`src/rtl/unigate_lane_array_pkg.sv`:
```
// Shared types, named function codes and the u21 wiring decoder for the unigate lane array.
package unigate_lane_array_pkg;

   typedef logic [3:0] func_code_t;

   localparam func_code_t FN_ZERO = 4'b0000;
   localparam func_code_t FN_AND  = 4'b0001;
   localparam func_code_t FN_XOR  = 4'b0110;
   localparam func_code_t FN_OR   = 4'b0111;
   localparam func_code_t FN_NOR  = 4'b1000;
   localparam func_code_t FN_XNOR = 4'b1001;
   localparam func_code_t FN_NAND = 4'b1110;
   localparam func_code_t FN_ONE  = 4'b1111;

   // Maps a truth-table code onto the {in3,in2,in1,in0} wiring of u21 so that
   // (in3 & ~in2) ^ in1 ^ in0 reproduces the requested function of a and b.
   function automatic logic [3:0] wire_decode(input func_code_t code, input logic a, input logic b);
      logic [3:0] w;
      case (code)
         4'h0:    w = 4'b0000;
         4'h1:    w = {a, b, a, 1'b0};
         4'h2:    w = {b, a, 2'b00};
         4'h3:    w = {b, 3'b000};
         4'h4:    w = {a, b, 2'b00};
         4'h5:    w = {a, 3'b000};
         4'h6:    w = {b, 1'b0, a, 1'b0};
         4'h7:    w = {b, a, a, 1'b0};
         4'h8:    w = {b, a, a, 1'b1};
         4'h9:    w = {1'b1, b, a, 1'b0};
         4'hA:    w = {1'b1, a, 2'b00};
         4'hB:    w = {a, b, 1'b1, 1'b0};
         4'hC:    w = {1'b1, b, 2'b00};
         4'hD:    w = {b, a, 1'b1, 1'b0};
         4'hE:    w = {a, b, a, 1'b1};
         default: w = 4'b1000;
      endcase
      return w;
   endfunction

endpackage

```
`src/rtl/unigate_lane_array_lane.sv`:
```
// Leaf primitives u21 and mux2, and one universal-gate lane built from them.
// UNIGATE_SELFCHECK_EN adds a mux2 golden reference and drives the lane error flag.
module u21 (
   input  logic [3:0] in,
   output logic       out
);
   assign out = (in[3] & ~in[2]) ^ in[1] ^ in[0];
endmodule

module mux2 (
   input  logic [1:0] sel,
   input  logic [3:0] in,
   output logic       out
);
   assign out = in[{~sel[0], ~sel[1]}];
endmodule

module unigate_lane
   import unigate_lane_array_pkg::*;
(
   input  func_code_t func,
   input  logic       a,
   input  logic       b,
   output logic       y,
   output logic       err
);

   logic [3:0] gate_in;
   logic       gate_out;

   assign gate_in = wire_decode(func, a, b);

   u21 u_gate (
      .in  (gate_in),
      .out (gate_out)
   );

   assign y = gate_out;

`ifdef UNIGATE_SELFCHECK_EN
   logic ref_out;

   mux2 u_ref (
      .sel ({a, b}),
      .in  (func),
      .out (ref_out)
   );

   assign err = gate_out ^ ref_out;
`else
   assign err = 1'b0;
`endif

endmodule

```
`src/rtl/unigate_lane_array.sv`:
```
// Registered bank of WIDTH programmable 2-input gate lanes sharing one function register.
// UNIGATE_SELFCHECK_EN enables the sticky mismatch flag fed by per-lane mux2 references.
module unigate_lane_array
   import unigate_lane_array_pkg::*;
#(
   parameter int WIDTH = 8
) (
   input  logic             clk,
   input  logic             rst,
   input  logic             cfg_we,
   input  logic [3:0]       cfg_func,
   output logic [3:0]       func_q,
   input  logic             in_valid,
   input  logic [WIDTH-1:0] a,
   input  logic [WIDTH-1:0] b,
   output logic [WIDTH-1:0] y,
   output logic             out_valid,
   output logic             mismatch
);

   logic [WIDTH-1:0] lane_y;
   logic [WIDTH-1:0] lane_err;

   genvar i;
   generate
      for (i = 0; i < WIDTH; i++) begin : gen_lane
         unigate_lane u_lane (
            .func (func_q),
            .a    (a[i]),
            .b    (b[i]),
            .y    (lane_y[i]),
            .err  (lane_err[i])
         );
      end
   endgenerate

   // Lanes read the registered function, so a write and a data beat in the
   // same cycle naturally evaluate the data with the previous function.
   always_ff @(posedge clk) begin
      if (rst) begin
         func_q    <= FN_ZERO;
         y         <= '0;
         out_valid <= 1'b0;
      end else begin
         if (cfg_we)
            func_q <= cfg_func;
         if (in_valid)
            y <= lane_y;
         out_valid <= in_valid;
      end
   end

`ifdef UNIGATE_SELFCHECK_EN
   always_ff @(posedge clk) begin
      if (rst)
         mismatch <= 1'b0;
      else if (in_valid && (|lane_err))
         mismatch <= 1'b1;
   end
`else
   assign mismatch = |lane_err;
`endif

endmodule

```
`config.mk`:
```
export PLATFORM = sky130hd
export DESIGN_NAME = unigate_lane_array
export DESIGN_NICKNAME = d
export VERILOG_FILES = /design/src/rtl/unigate_lane_array_pkg.sv /design/src/rtl/unigate_lane_array_lane.sv /design/src/rtl/unigate_lane_array.sv
export SDC_FILE = /design/constraint.sdc
export NUM_CORES = 1
export LEC_CHECK = 0
export BUFFER_PORTS_ARGS = -buffer_cell sky130_fd_sc_hd__buf_2
export CAP_MARGIN = 10
export CELL_PAD_IN_SITES_DETAIL_PLACEMENT = 0
export CELL_PAD_IN_SITES_GLOBAL_PLACEMENT = 1
export CORE_ASPECT_RATIO = 2
export CORE_UTILIZATION = 33
export CTS_CLUSTER_DIAMETER = 40
export DETAILED_ROUTE_END_ITERATION = 10
export GPL_TIMING_DRIVEN = 0
export PLACE_DENSITY = 0.75
export SYNTH_ARGS = -nofsm -noshare
export SYNTH_HDL_FRONTEND = slang
export SYNTH_SLANG_ARGS = --single-unit
```
`constraint.sdc`:
```
create_clock -name clk -period 1.5 [get_ports clk]
set_clock_uncertainty 0.05 [all_clocks]
set_input_delay 0.225 -clock clk [delete_from_list [all_inputs] [get_ports clk]]
set_output_delay 0.225 -clock clk [all_outputs]
set_load 0.01 [all_outputs]
```
==> results of run 1 <==
[cells by family after synthesis]
kind of cell | after synthesis
simple gates | 28
compound gates | 26
mux | 15
buf+inv | 14
flops | 13
other cells | 1
[critical path, delay by kind of cell (launching register included)]
| family | cells | cell delay (ps) |
|---|---|---|
| buffers and inverters | 1 | 170 |
| AND/OR/NAND/NOR | 1 | 320 |
| flip-flops | 1 | 320 |
| AO/OA/AOI/OAI | 3 | 420 |
[cell type report]
cell class                 count  share of cell area [%]
multi-input combinational     70                   47.19
sequential                    13                   23.37
timing repair buffer          33                   14.83
buffer                         9                   5.730
clock buffer                   4                   4.045
tap                           28                   3.146
inverter                       5                   1.685
[state kept, by name, summed over array words and instances, names as in the netlist]
signal and cells:
func_q 4, out_valid 1, y 8
[stage by stage]
stage | util [%] | cells
after floorplan | - | 97
after global placement | 42.61 | 158
after detailed placement | 42.61 | 158
after CTS | 44.41 | 162
after global routing | 44.46 | 162
final | 44.46 | 162
[layer usage]
metal / GRT usage (%) / wire length, µm / vias up
met2: 36.72 / 1305 / 36
met1: 17.01 / 878 / 421
met3: 2.985 / 125 / 6
met4: 8.333 / 47 / 0
li1: - / - / 431
met5: 0 / 0 / -
[cell usage in the layout (no fill, tap or decap), types with 5 or more instances in the layout]
cell,instances
o21ai_1,5
a21oi_1,10
o221ai_1,5
nand2_1,11
dfxtp_1,13
nor4_1,5
inv_1,5
mux2i_1,7
buf_2,35
o32ai_1,5
mux2_2,5
nor2_1,9
[power groups by stage]
stage                     sequential [W]  clock (W)  combinational, W
after floorplan                 0.000391          0          0.000123
after global placement          0.000383          0          0.000207
after detailed placement        0.000384          0          0.000213
after CTS                       0.000376   0.000332          0.000214
after global routing            0.000379   0.000344          0.000233
final                           0.000376   0.000320          0.000214
[worst min-delay path by stage]
stage                     start         to  slack [ps]
floorplan           cfg_func[3]  func_q[3]         320
global placement           y[0]       y[0]         390
detailed placement         y[5]       y[5]         390
finish              cfg_func[0]  func_q[0]         170
global route        cfg_func[0]  func_q[0]         210
CTS                 cfg_func[0]  func_q[0]         170
[timing repair]
action / in CTS / in global routing
setup endpoints to repair: 0 / 3
hold buffers: 0 / 0
resized for setup: 0 / 2
==> impl_metrics.tcl, run 1 <==
set metrics [dict create \
    status "completed" \
    drv_slew 0 \
    path_max_fanout 10 \
    critPathLaunchType "flop" \
    portBuffers 33 \
    fmax_mhz 704.5 \
    drtIter0Drc 12 \
    synthTopCellsByCount "dfxtp_1, nand2_1, a21oi_1, nor2_1, mux2i_1" \
    synth_xor_area_share_pct 0 \
    netlist_area_um2 867.1 \
    place_ws_ps 105.4 \
    cts.sinks 13 \
    tns_ps 0 \
    vias 894 \
    p_leak_nw 0.5426 \
    cts-root-buf "clkbuf_8" \
    die_height_um 74.49 \
    numCtsBuffers 3 \
    antenna_found_initial 0 \
    setup_ws_ps 80.52 \
    antenna_cells 0 \
    switching_power_w 0.0002549 \
    clk_latency_ps 240 \
    first_pass_iters 4 \
    hold_viol_final 0 \
    switching_share_pct 28.01 \
    rsz0062_at_grt "no" \
    cpMaxStageDelayCell "dfxtp_1" \
    synth.largest_area_cell "dfxtp_1" \
    place_area_um2 1067 \
    ys_top_cells_by_area "dfxtp_1, mux4_1, mux2i_1, mux2_2, a21oi_1" \
    p_per_area_nw_per_um2 817.2 \
    multi_input_area_um2 525.5 \
    cp.required_ps 1550 \
    die_w_um 38.25 \
    timing.final.crit_share_pct 94.63 \
    timing.rr.start "func_q[0]" \
    hold_class "in2reg" \
    grt_overflow 0 \
    synth-simple-area-share_pct 15.58 \
    combPwrFrac_pct 23.5 \
    hold_slack_ps 172.3 \
    area_delta_synth_final_pct 28.43 \
    io_pins 38 \
    regArea_um2 260.3 \
    ys_seq_elements 13 \
    h-tree-depth 1 \
    critPathArrivalTime_ps 1470 \
    synth-edff-count 0 \
    cts_setup_buffers 0 \
    synthMuxAreaShare_pct 23.67 \
    max-vdd-ir-drop_mv 0.6790 \
    synthAdderAreaFrac_pct 0 \
    cts_tree "done" \
    max_stage_delay_ps 320 \
    crit_start "func_q[0]" \
    routabilityCongestion 0.7502 \
    dieArea_um2 2849 \
    r2r_slack_ps 80 \
    grt_max_degree 11 \
    final_area_um2 1114 \
    start_util_pct 34.62 \
    total_power_w 0.0009100 \
    r2r_cells 5 \
    wire_per_inst_um 14.55 \
    yosysMostFrequentCell "dfxtp_1" \
    n_fill_cell 270 \
    ant_nets 0 \
    cts_buffer_depth 2 \
    synth_top_area_share_pct 30.01 \
    drv_cap 0 \
    avgSynthCellArea_um2 8.939 \
    pwr-share-clk_pct 35.1 \
    synthCells 97 \
    syn_nets 121 \
    synth_warnings 0 \
    worstSetupEndpoint "y[6]" \
    async_flop_share_pct 0 \
    min_delay_path_depth 3 \
    ys_types 21 \
    core_um2 2505 \
    hpwl_um 1795 \
    first_global_vias 847 \
    yosysSeqAreaShare_pct 30.01 \
    regToRegEndpoint "y[6]" \
    grt_usage_pct 18.63 \
    grt_pass1_wl_um 3698 \
    synth_flop_cell "dfxtp_1" \
    pwr-share-seq_pct 41.3 \
    endpoint_kind "flop" \
    setup_viol_count_final 0 \
    post-route-min-period_ps 1419 \
    synth_compound_area_share_pct 20.92 \
    via_per_inst 5.519 \
    synth_top_family_by_area "multiplexers" \
    wirelength_um 2357 \
    final_nets 159 \
    fp-row-count 26 \
    path_class "reg2reg" \
    route.detailed.drc 0 \
    cp_cell_sequence "buf_4 -> nor2_1 -> a21oi_1 -> o32ai_1 -> o221ai_1" \
    clkTransAtPathRegs_ps 60 \
    drive_gt1_share_pct 38.81 \
    internal_power_w 0.0006551 \
]
No activity file was read; power rests on OpenSTA's default activity.
==> inputs of run 2 (changes only) <==
--- a/config.mk
+++ b/config.mk
@@ -7,7 +7,7 @@
 export LEC_CHECK = 0
 export BUFFER_PORTS_ARGS = -buffer_cell sky130_fd_sc_hd__buf_2
 export CAP_MARGIN = 10
-export CELL_PAD_IN_SITES_DETAIL_PLACEMENT = 0
+export CELL_PAD_IN_SITES_DETAIL_PLACEMENT = 1
 export CELL_PAD_IN_SITES_GLOBAL_PLACEMENT = 1
 export CORE_ASPECT_RATIO = 2
 export CORE_UTILIZATION = 33
==> impl_metrics.tcl, run 2 (synthesis results as in run 1) <==
set metrics [dict create \
    max-vdd-ir-drop_mv 0.7005 \
    layout_commonest_cell "buf_2" \
    grt_max_degree 11 \
    status "completed" \
    p_leak_nw 0.5426 \
    path_class "reg2reg" \
    setup_ws_ps 95.91 \
    cts-root-buf "clkbuf_8" \
    routabilityCongestion 0.7502 \
    place_area_um2 1067 \
    antenna_found_initial 0 \
    post_cts_resized 0 \
    hold_class "in2reg" \
    drv_slew 0 \
    h-tree-depth 1 \
    clkTransAtPathRegs_ps 60 \
    post-route-min-period_ps 1404 \
    grt_overflow 0 \
    vias 887 \
    die_w_um 38.25 \
    cpMaxStageDelayCell "dfxtp_1" \
    dieArea_um2 2849 \
    crit_buf_inv 1 \
    route.detailed.drc 0 \
    die_height_um 74.49 \
    first_pass_iters 4 \
    drtIter0Drc 13 \
    wirelength_um 2602 \
    crit_start "func_q[0]" \
    max_stage_delay_ps 320 \
    critPathArrivalTime_ps 1460 \
    p_per_area_nw_per_um2 824.7 \
    io_pins 38 \
    cts_setup_buffers 0 \
    grt_pass1_wl_um 4091 \
    ant_nets 0 \
    final_area_um2 1114 \
    antenna_cells 0 \
    critical-path-top-delay-family "compound AO/OA/AOI/OAI gates" \
    final_nets 159 \
    rsz0062_at_grt "no" \
    clk_latency_ps 240 \
    grt_usage_pct 20.52 \
    timing.final.crit_share_pct 93.61 \
    portBuffers 33 \
    timing.rr.start "func_q[0]" \
    fmax_mhz 712.2 \
    top_register "y" \
    reg.largest.list "y x8, func_q x4, out_valid x1" \
    core_um2 2505 \
    numCtsBuffers 3 \
    via_per_inst 5.475 \
    largest_reg_flops 8 \
    tns_ps 0 \
    wire_per_inst_um 16.06 \
    hold_viol_final 0 \
    start_util_pct 34.62 \
    drv_cap 0 \
    mostFrequentLayoutCells "buf_2, dfxtp_1, nand2_1" \
    hpwl_um 2034 \
    cts.sinks 13 \
    place_ws_ps 93.78 \
    min-delay-start "cfg_func[0]" \
    fp-row-count 26 \
    total_power_w 0.0009184 \
    hold_slack_ps 167.6 \
    cts_hold_buf 0 \
    cp.required_ps 1560 \
    path_max_fanout 10 \
    setup_viol_count_final 0 \
    cts_tree "done" \
    endpoint_kind "flop" \
    drive_gt1_share_pct 38.81 \
    cts_buffer_depth 2 \
    cp_cell_sequence "buf_4 -> nor2_1 -> a21oi_1 -> o32ai_1 -> o221ai_1" \
    critPathLaunchType "flop" \
    first_global_vias 945 \
    area_delta_synth_final_pct 28.43 \
]
[run 2: through the flow]
stage                     std cells  utilization (%)
after floorplan                  97                -
after global placement          158            42.61
after detailed placement        158            42.61
after CTS                       162            44.41
after global routing            162            44.46
final                           162            44.46
[run 2: power breakdown]
group,switching (W),internal (W)
Clock,0.000136,0.000188
Combinational,0.000115,0.000103
Sequential,0.0000120,0.000364
Total,0.000263,0.000655
[run 2: worst paths after layout]
kind	to	slack, ps	cells after the start
worst min register to register	y[5]	420	2
worst min-delay path	func_q[0]	170	3
worst max-delay path	y[7]	100	5
worst max register to register	y[7]	100	5
[run 2: worst min-delay path: cells and delay by family]
family | cells | cell delay [ps]
simple gates | 1 | 70
mux | 1 | 60
buf+inv | 1 | 80
[run 2: layer usage]
layer / GRT usage [%] / share of wire, % / wire (µm)
met5: 0 / 0 / 0
met3: 2.985 / 3.6 / 93
met1: 17.59 / 35 / 917
met2: 41.62 / 58 / 1522
met4: 9.524 / 2.7 / 69
[run 2: area by class of cell]
type                    instances  area (µm²)
clock buffers                   4       45.04
repair buffers                 33       165.2
well taps                      28       35.03
multi-input cells              70       525.5
flip-flops and latches         13       260.3
plain buffers                   9       63.81
inverters                       5       18.77
fillers                       321        1391
==> inputs of run 3 (changes only) <==
--- a/config.mk
+++ b/config.mk
@@ -9,12 +9,11 @@
 export CAP_MARGIN = 10
 export CELL_PAD_IN_SITES_DETAIL_PLACEMENT = 1
 export CELL_PAD_IN_SITES_GLOBAL_PLACEMENT = 1
-export CORE_ASPECT_RATIO = 2
-export CORE_UTILIZATION = 33
+export CORE_UTILIZATION = 35
 export CTS_CLUSTER_DIAMETER = 40
 export DETAILED_ROUTE_END_ITERATION = 10
 export GPL_TIMING_DRIVEN = 0
-export PLACE_DENSITY = 0.75
+export PLACE_DENSITY = 0.79
 export SYNTH_ARGS = -nofsm -noshare
 export SYNTH_HDL_FRONTEND = slang
 export SYNTH_SLANG_ARGS = --single-unit
==> constraint.sdc (replaced) <==
create_clock -name clk -period 1.75 [get_ports clk]
set_clock_uncertainty 0.05 [all_clocks]
set_input_delay 0.2625 -clock clk [delete_from_list [all_inputs] [get_ports clk]]
set_output_delay 0.2625 -clock clk [all_outputs]
set_load 0.01 [all_outputs]
==> impl_metrics.tcl, run 3 (synthesis results as in run 1) <==
set metrics [dict create \
    cts_hold_buf 0 \
    h-tree-depth 1 \
    core_um2 2276 \
    area_delta_synth_final_pct 26.12 \
    p_leak_nw 0.5316 \
    numCtsBuffers 3 \
    cts_tree "done" \
    route.detailed.drc 0 \
    fp-row-count 17 \
    dieArea_um2 2681 \
    endpoint_kind "flop" \
    grt_overflow 0 \
    hold_class "in2reg" \
    min_delay_path_depth 3 \
    drive_gt1_share_pct 38.06 \
    r2r_cells 4 \
    antenna_found_initial 0 \
    drv_cap 0 \
    cts-root-buf "clkbuf_4" \
    cts_buffer_depth 2 \
    reg.largest.list "y x8, func_q x4, out_valid x1" \
    mostFrequentLayoutCells "buf_2, dfxtp_1, nand2_1" \
    routabilityCongestion 0.7778 \
    multi_input_area_um2 525.5 \
    post-route-min-period_ps 1407 \
    timing.final.crit_share_pct 80.37 \
    fmax_mhz 711.0 \
    die_height_um 51.78 \
    largest_reg_flops 8 \
    status "completed" \
    first_pass_iters 4 \
    die_w_um 51.78 \
    post_cts_resized 0 \
    clk_latency_ps 280 \
    first_global_vias 902 \
    wirelength_um 2472 \
    hold_viol_final 0 \
    hold_slack_ps 179.4 \
    via_per_inst 5.469 \
    hpwl_um 1864 \
    rsz0062_at_grt "no" \
    regArea_um2 260.3 \
    path_class "reg2reg" \
    ant_nets 0 \
    grt_usage_pct 21.20 \
    antenna_cells 0 \
    cp.required_ps 1860 \
    clkTransAtPathRegs_ps 80 \
    critPathLaunchType "flop" \
    io_pins 38 \
    critPathArrivalTime_ps 1520 \
    cts.sinks 13 \
    n_fill_cell 281 \
    vias 886 \
    final_nets 159 \
    grt_pass1_wl_um 4029 \
    path_max_fanout 10 \
    portBuffers 33 \
    start_util_pct 38.10 \
    layout_commonest_cell "buf_2" \
    wire_per_inst_um 15.26 \
    drv_slew 0 \
    drtIter0Drc 22 \
    top_register "y" \
    cts_setup_buffers 0 \
    max-vdd-ir-drop_mv 0.4231 \
    tns_ps 0 \
    setup_viol_count_final 0 \
    p_per_area_nw_per_um2 637.9 \
    grt_max_degree 11 \
]
run 3: cell counts in the layout (fill, tap and decap cells not counted):
No cell type changed its count.
run 3: power by group:
part	leakage [nW]	internal (W)	switching, W
Clock	0.0150	0.0000886	0.000101
Sequential	0.106	0.000311	0.0000101
Combinational	0.410	0.0000883	0.0000979
Total	0.532	0.000488	0.000209
run 3: critical path, cell delays in order (launching register included):
cell	delay, ps
dfxtp_1	420
clkbuf_1	390
nor4_1	130
a21oi_1	160
o221ai_1	140
run 3: path summary, 6_finish.rpt:
path                             startpoint        end  slack [ps]
worst max-delay path              func_q[1]       y[4]         340
worst min register to register         y[4]       y[4]         420
worst max register to register    func_q[1]       y[4]         340
worst min-delay path            cfg_func[3]  func_q[3]         180
run 3: routing by layer:
metal	up-vias	wire length, µm	GRT usage (%)
met4	0	44	10.81
met1	409	1014	22.54
met2	35	1279	38.31
met3	6	132	5.263
li1	436	-	-
met5	-	0	0
run 3: stage by stage:
step	power [W]	cells	setup slack (ps)	util, %	area (µm²)
floorplan	0.0004407	97	469.2	-	867.1
global placement	0.0005041	158	404.0	46.89	1067
detailed placement	0.0005134	158	343.1	46.89	1067
CTS	0.0007087	162	337.8	48.05	1094
global route	0.0007439	162	232.2	48.05	1094
finish	0.0006976	162	343.5	48.05	1094
run 3: area by class of cell:
| cell class | instances | area share, % |
|---|---|---|
| buffer | 9 | 5.721 |
| clock buffer | 4 | 2.403 |
| inverter | 5 | 1.716 |
| multi-input combinational | 70 | 48.05 |
| sequential | 13 | 23.80 |
| tap | 28 | 3.204 |
| timing repair buffer | 33 | 15.10 |
